==> src/rtl/cpu_pkg.sv <==
// Shared CPU widths and typedefs for select codes and their decoded one-hot words.
package cpu_pkg;

  localparam int SEL_W = 3;
  localparam int DEC_W = 1 << SEL_W;

  typedef logic [SEL_W-1:0] sel_t;
  typedef logic [DEC_W-1:0] dec_t;

endpackage

==> src/rtl/dec3_to_8_core.sv <==
// Unregistered binary-to-one-hot decode; reusable wherever a raw select decode is needed.
module dec3_to_8_core
  import cpu_pkg::*;
(
  input  sel_t i_a,
  output dec_t o_onehot
);

  always_comb begin
    o_onehot = '0;
    o_onehot[i_a] = 1'b1;
  end

endmodule

==> src/rtl/dec3_to_8_sync.sv <==
// Registered 3-to-8 decoder with enable gating, optional one-cold output and a valid flag.
module dec3_to_8_sync
  import cpu_pkg::*;
#(
  parameter bit OUT_ACTIVE_LOW = 1'b0
) (
  input  logic             i_clk,
  input  logic             i_rst,
  input  logic             i_en,
  input  logic [SEL_W-1:0] i_a,
  output logic [DEC_W-1:0] o_y,
  output logic             o_valid
);

  // XOR mask doubles as the all-inactive value for the chosen polarity.
  localparam dec_t INACTIVE = {DEC_W{OUT_ACTIVE_LOW}};

  dec_t w_onehot;
  dec_t r_y;
  logic r_valid;

  dec3_to_8_core u_core (
    .i_a      (i_a),
    .o_onehot (w_onehot)
  );

  always_ff @(posedge i_clk) begin
    if (i_rst) begin
      r_y     <= INACTIVE;
      r_valid <= 1'b0;
    end else if (i_en) begin
      r_y     <= w_onehot ^ INACTIVE;
      r_valid <= 1'b1;
    end else begin
      r_y     <= INACTIVE;
      r_valid <= 1'b0;
    end
  end

  assign o_y     = r_y;
  assign o_valid = r_valid;

  a_valid_onehot : assert property (@(posedge i_clk) disable iff (i_rst)
    r_valid |-> $onehot(r_y ^ INACTIVE));

endmodule

==> config.mk <==
export PLATFORM = sky130hd
export DESIGN_NAME = dec3_to_8_sync
export DESIGN_NICKNAME = d
export VERILOG_FILES = /design/src/rtl/cpu_pkg.sv /design/src/rtl/dec3_to_8_core.sv /design/src/rtl/dec3_to_8_sync.sv
export SDC_FILE = /design/constraint.sdc
export NUM_CORES = 1
export LEC_CHECK = 0
export BUFFER_PORTS_ARGS = -buffer_cell sky130_fd_sc_hd__buf_2
export CORE_AREA = 2 2 39 41
export CTS_CLUSTER_SIZE = 12
export DETAILED_ROUTE_END_ITERATION = 7
export DIE_AREA = 0 0 41 43
export GPL_TIMING_DRIVEN = 0
export PLACE_DENSITY = 0.48
export SLEW_MARGIN = 30
export SYNTH_ARGS = -nofsm -noshare
export SYNTH_HDL_FRONTEND = slang
export SYNTH_SLANG_ARGS = --single-unit
==> constraint.sdc <==
create_clock -name i_clk -period 0.8 [get_ports i_clk]
set_input_delay 0 -clock i_clk [delete_from_list [all_inputs] [get_ports i_clk]]
set_output_delay 0 -clock i_clk [all_outputs]
set_load 0.05 [all_outputs]
After elaboration in Yosys (flattened, before gate mapping)

Cells that the tools add are included.
W data, S select, Z words.

Register bits after elaboration: 9
Input bits: 6
Output and inout bits: 9
Logic and storage cells: 10

Order comparisons: 2
Multiplexer cells: 3
Bitwise gates (word level): 1
Reductions and logical operators: 2

Operator list:

| kind                 | number |
|---|---|
| $lt A3 B4 Y1 const B | 1 |
| $demux W1 S3         | 1 |
| $ge A3 B1 Y1 const B | 1 |
| $mux W1              | 2 |
| $reduce_or A2 Y1     | 1 |
| $logic_and A1 B1 Y1  | 1 |
| $not A1 Y1           | 1 |

Depth between registers and ports, before layout

Depth in word-level cells: 4
Mapped depth: 2
Depth with buffers taken out: 2

Modules after synthesis

From an unflattened synthesis, not the netlist that was laid out.

Cells, all modules: 26
Area total of the unflattened synthesis: 321.6 um^2

By module, submodules not included:

| module         | times used | cells each | area each (um^2) | seq. area each (um^2) |
|---|---|---|---|---|
| dec3_to_8_sync | 1          | 18         | 256.5            | 180.2 |
| dec3_to_8_core | 1          | 8          | 65.1             | 0.0 |

Least setup slack after synthesis

OpenSTA, ideal clock, no wires.

Path kind: register to output
Start: register r_valid (netlist: o_valid)
End: output port o_valid
Arrival time: 0.587 ns
Required time: 0.800 ns
Slack: 0.213 ns
Stages on the path, launching flop included: 1
Path buffers: 0
Cells stage by stage: dfxtp_1

RTL lines:

| item                   | RTL line             | RTL |
|---|---|---|
| start, declared        | dec3_to_8_sync.sv:20 | `logic r_valid;` |
| start signal, assigned | dec3_to_8_sync.sv:30 | `r_valid <= 1'b0;` |
| start signal, assigned | dec3_to_8_sync.sv:33 | `r_valid <= 1'b1;` |
| start signal, assigned | dec3_to_8_sync.sv:36 | `r_valid <= 1'b0;` |
| end, declared          | dec3_to_8_sync.sv:12 | `output logic o_valid` |

No word-level cell between the ends.

Worst setup path after layout

Start: register r_y[2] (netlist: o_y[2])
End: output port o_y[2]

RTL lines:

| item                   | RTL line             | RTL |
|---|---|---|
| start, declared        | dec3_to_8_sync.sv:19 | `dec_t r_y;` |
| start signal, assigned | dec3_to_8_sync.sv:32 | `r_y <= w_onehot ^ INACTIVE;` |
| end, declared          | dec3_to_8_sync.sv:11 | `output logic [DEC_W-1:0] o_y,` |

No word-level cell between the ends.

==> impl_results.md <==
- Chip Width: 41 um
- Num ports: 15
- Req. time, crit path: 800 ps
- Worst slew margin: 0.891
- Antenna cells: 0
- Total CTS buffers: 3
- Area of all placed cells without fillers: 442 um2
- Met3 Use GR: 0.0785
- DRC: 0
- Largest net degree at the start of global routing: 6
- Yosys Warn Count: 0
- Reg power frac: 0.513
- Leak: 0.198 nW
- CP arrival: 750 ps
- Final Non-Filler Cells: 61
- Crit path max fanout: 1
- Global-route wire length before repair: 738 um
- Placed Cells: 53
- CTS Buffer Depth: 2
- Initial DRC Count: 1
- Hold Violations, Final: 0
- DP Area: 349 um2
- Rows: 14
- Syn Nets: 29
- RSZ-0062 raised after global routing: false
- Number of max-cap violations: 0
- Root buf cell: clkbuf_4
- Initial core utilization: 0.187
- Core area: 1380 um2
- Post-route ant nets: 0
- Post-Synthesis Cells: 23
- Seq/Total Area, Yosys: 0.696
- Routed WL per cell: 7.16 um
- Via/cell ratio: 3.69
- Initial antenna violation count: 0
- Power Density: 2030 nW/um2
- Fmax: 1330 MHz
- CP endpoint kind: output pin
- Worst path max stage delay: 310 ps
- # clock sinks: 9
- Worst min path class: in -> reg
- Post-layout util: 0.319
- Total track usage: 0.0747
- Met1 Usage GRT: 0.0623
- Drt first pass iters: 2
- Final Cycle Share: 0.938
- Die area: 1760 um2
- Fin nets: 52
- Slew Limit Fails: 0
- Slowest CP cell: dfxtp_1
- Layout Area Growth over Synthesis: 70.5%
- I/O Buffers: 14
- Global route hottest layer: met2
- CTS tree: built
- Peak supply drop: 572 uV
- Critical path class: reg -> out
- Critical path, cell by cell: buf_4
- Final wirelength: 437 um
- TNS Setup: 0 ps
- Vias in the first global route: 190
- Status: finished clean
- Switching part of the total: 0.227
- WP buf/inv: 1
- GR Overflow Total: 0
- DR vias: 225
- Tmin final: 751 ps
- CP top delay family: flip-flops
- Slew @ Worst Pin: 163 ps
- Internal power: 0.693 mW
- Avg Inst Size Synth: 11.3 um2
- Post-synth cell types: 9
- Die Ht: 43 um
- Comb power frac: 0.115
- Clock Power Share: 0.372
- H-tree depth: 1
- Clock transition at the registers of the reported paths: 50 ps
- Final number of setup-violating endpoints: 0
- Met2 Use GR: 0.0875
- Synth Register Bits: 9
- Final Wtd Congestion: 0.684
- Layout cells sized above 1: 0.422
- Cell area after synthesis: 259 um2
- Setup crit start kind: flip-flop
- Sw power: 0.203 mW
-- area by class of cell --
cell class                      instances  area (um2)
Clock buffer                            4        26.3
Fill cell                             155         942
Multi-Input combinational cell         14        78.8
Sequential cell                         9         180
Tap cell                               16        20.0
Timing Repair Buffer                   18         136
-- through the flow --
stage                     setup WS [ps]  hold WS [ps]  total power, mW
after CTS                          19.3          43.6            0.921
after global placement              100           187            0.553
after floorplan                     213          69.0            0.522
after detailed placement           98.1           188            0.553
final                              49.3          53.0            0.897
after global routing               5.28          69.3            0.957
-- registers in the layout (all words and copies together) (netlist names) --
signal	count
o_y	8
o_valid	1
-- metal layers --
| layer | vias up | wire length (um) |
|---|---|---|
| met2 | 10 | 215 |
| met4 | 0 | 12 |
| met1 | 94 | 154 |
| met5 | - | 0 |
| met3 | 2 | 54 |
| li1 | 119 | - |
-- cell usage in the layout, fill, tap and decap left out --
cell           count
nand2_1            1
clkbuf_1           1
or3b_4             1
buf_6              1
nand3b_1           1
nor2b_1            1
buf_2              5
dlygate4sd3_1      4
nor3_2             1
dfxtp_1            9
nor2_1             6
nor3_1             1
nand2b_1           2
buf_4              8
clkbuf_4           3
-- worst paths after layout --
check  depth (start not counted)  endpoint  slack, ps    from
max                            1    o_y[2]         50  o_y[2]
min                            3    o_y[0]         50  i_a[0]
-- power by group through the flow --
stage / Combinational (mW) / Clock (mW) / Sequential [mW]
global placement: 0.0833 / 0 / 0.469
global route: 0.112 / 0.385 / 0.460
floorplan: 0.0190 / 0 / 0.503
CTS: 0.104 / 0.357 / 0.460
detailed placement: 0.0833 / 0 / 0.470
finish: 0.103 / 0.334 / 0.460
-- cells in the mapped netlist --
library cell,n,area (um2)
nor3_1,1,5.00
dfxtp_1,9,180
nand2_1,1,3.75
or3b_4,1,11.3
nor3_2,1,10.0
nand3b_1,1,7.51
nand2b_1,2,12.5
nor2b_1,1,6.26
nor2_1,6,22.5
-- cells by family after synthesis --
kind of cell	synth area share
flip-flops	0.696
AND/OR/NAND/NOR	0.304
-- tightest hold or removal path, cell delays in order --
cell and delay (ps):
buf_2 90, or3b_4 140, nor3_2 40
-- timing repair --
item / 4_1_cts / 5_1_grt
setup endpoints to repair: 9 / 1
hold buffers: 4 / 0
buffers inserted: 0 / 0
resized for setup: 9 / 1
hold endpoints to repair: 3 / 0
Note: power is estimated with default switching activity, not from simulation.
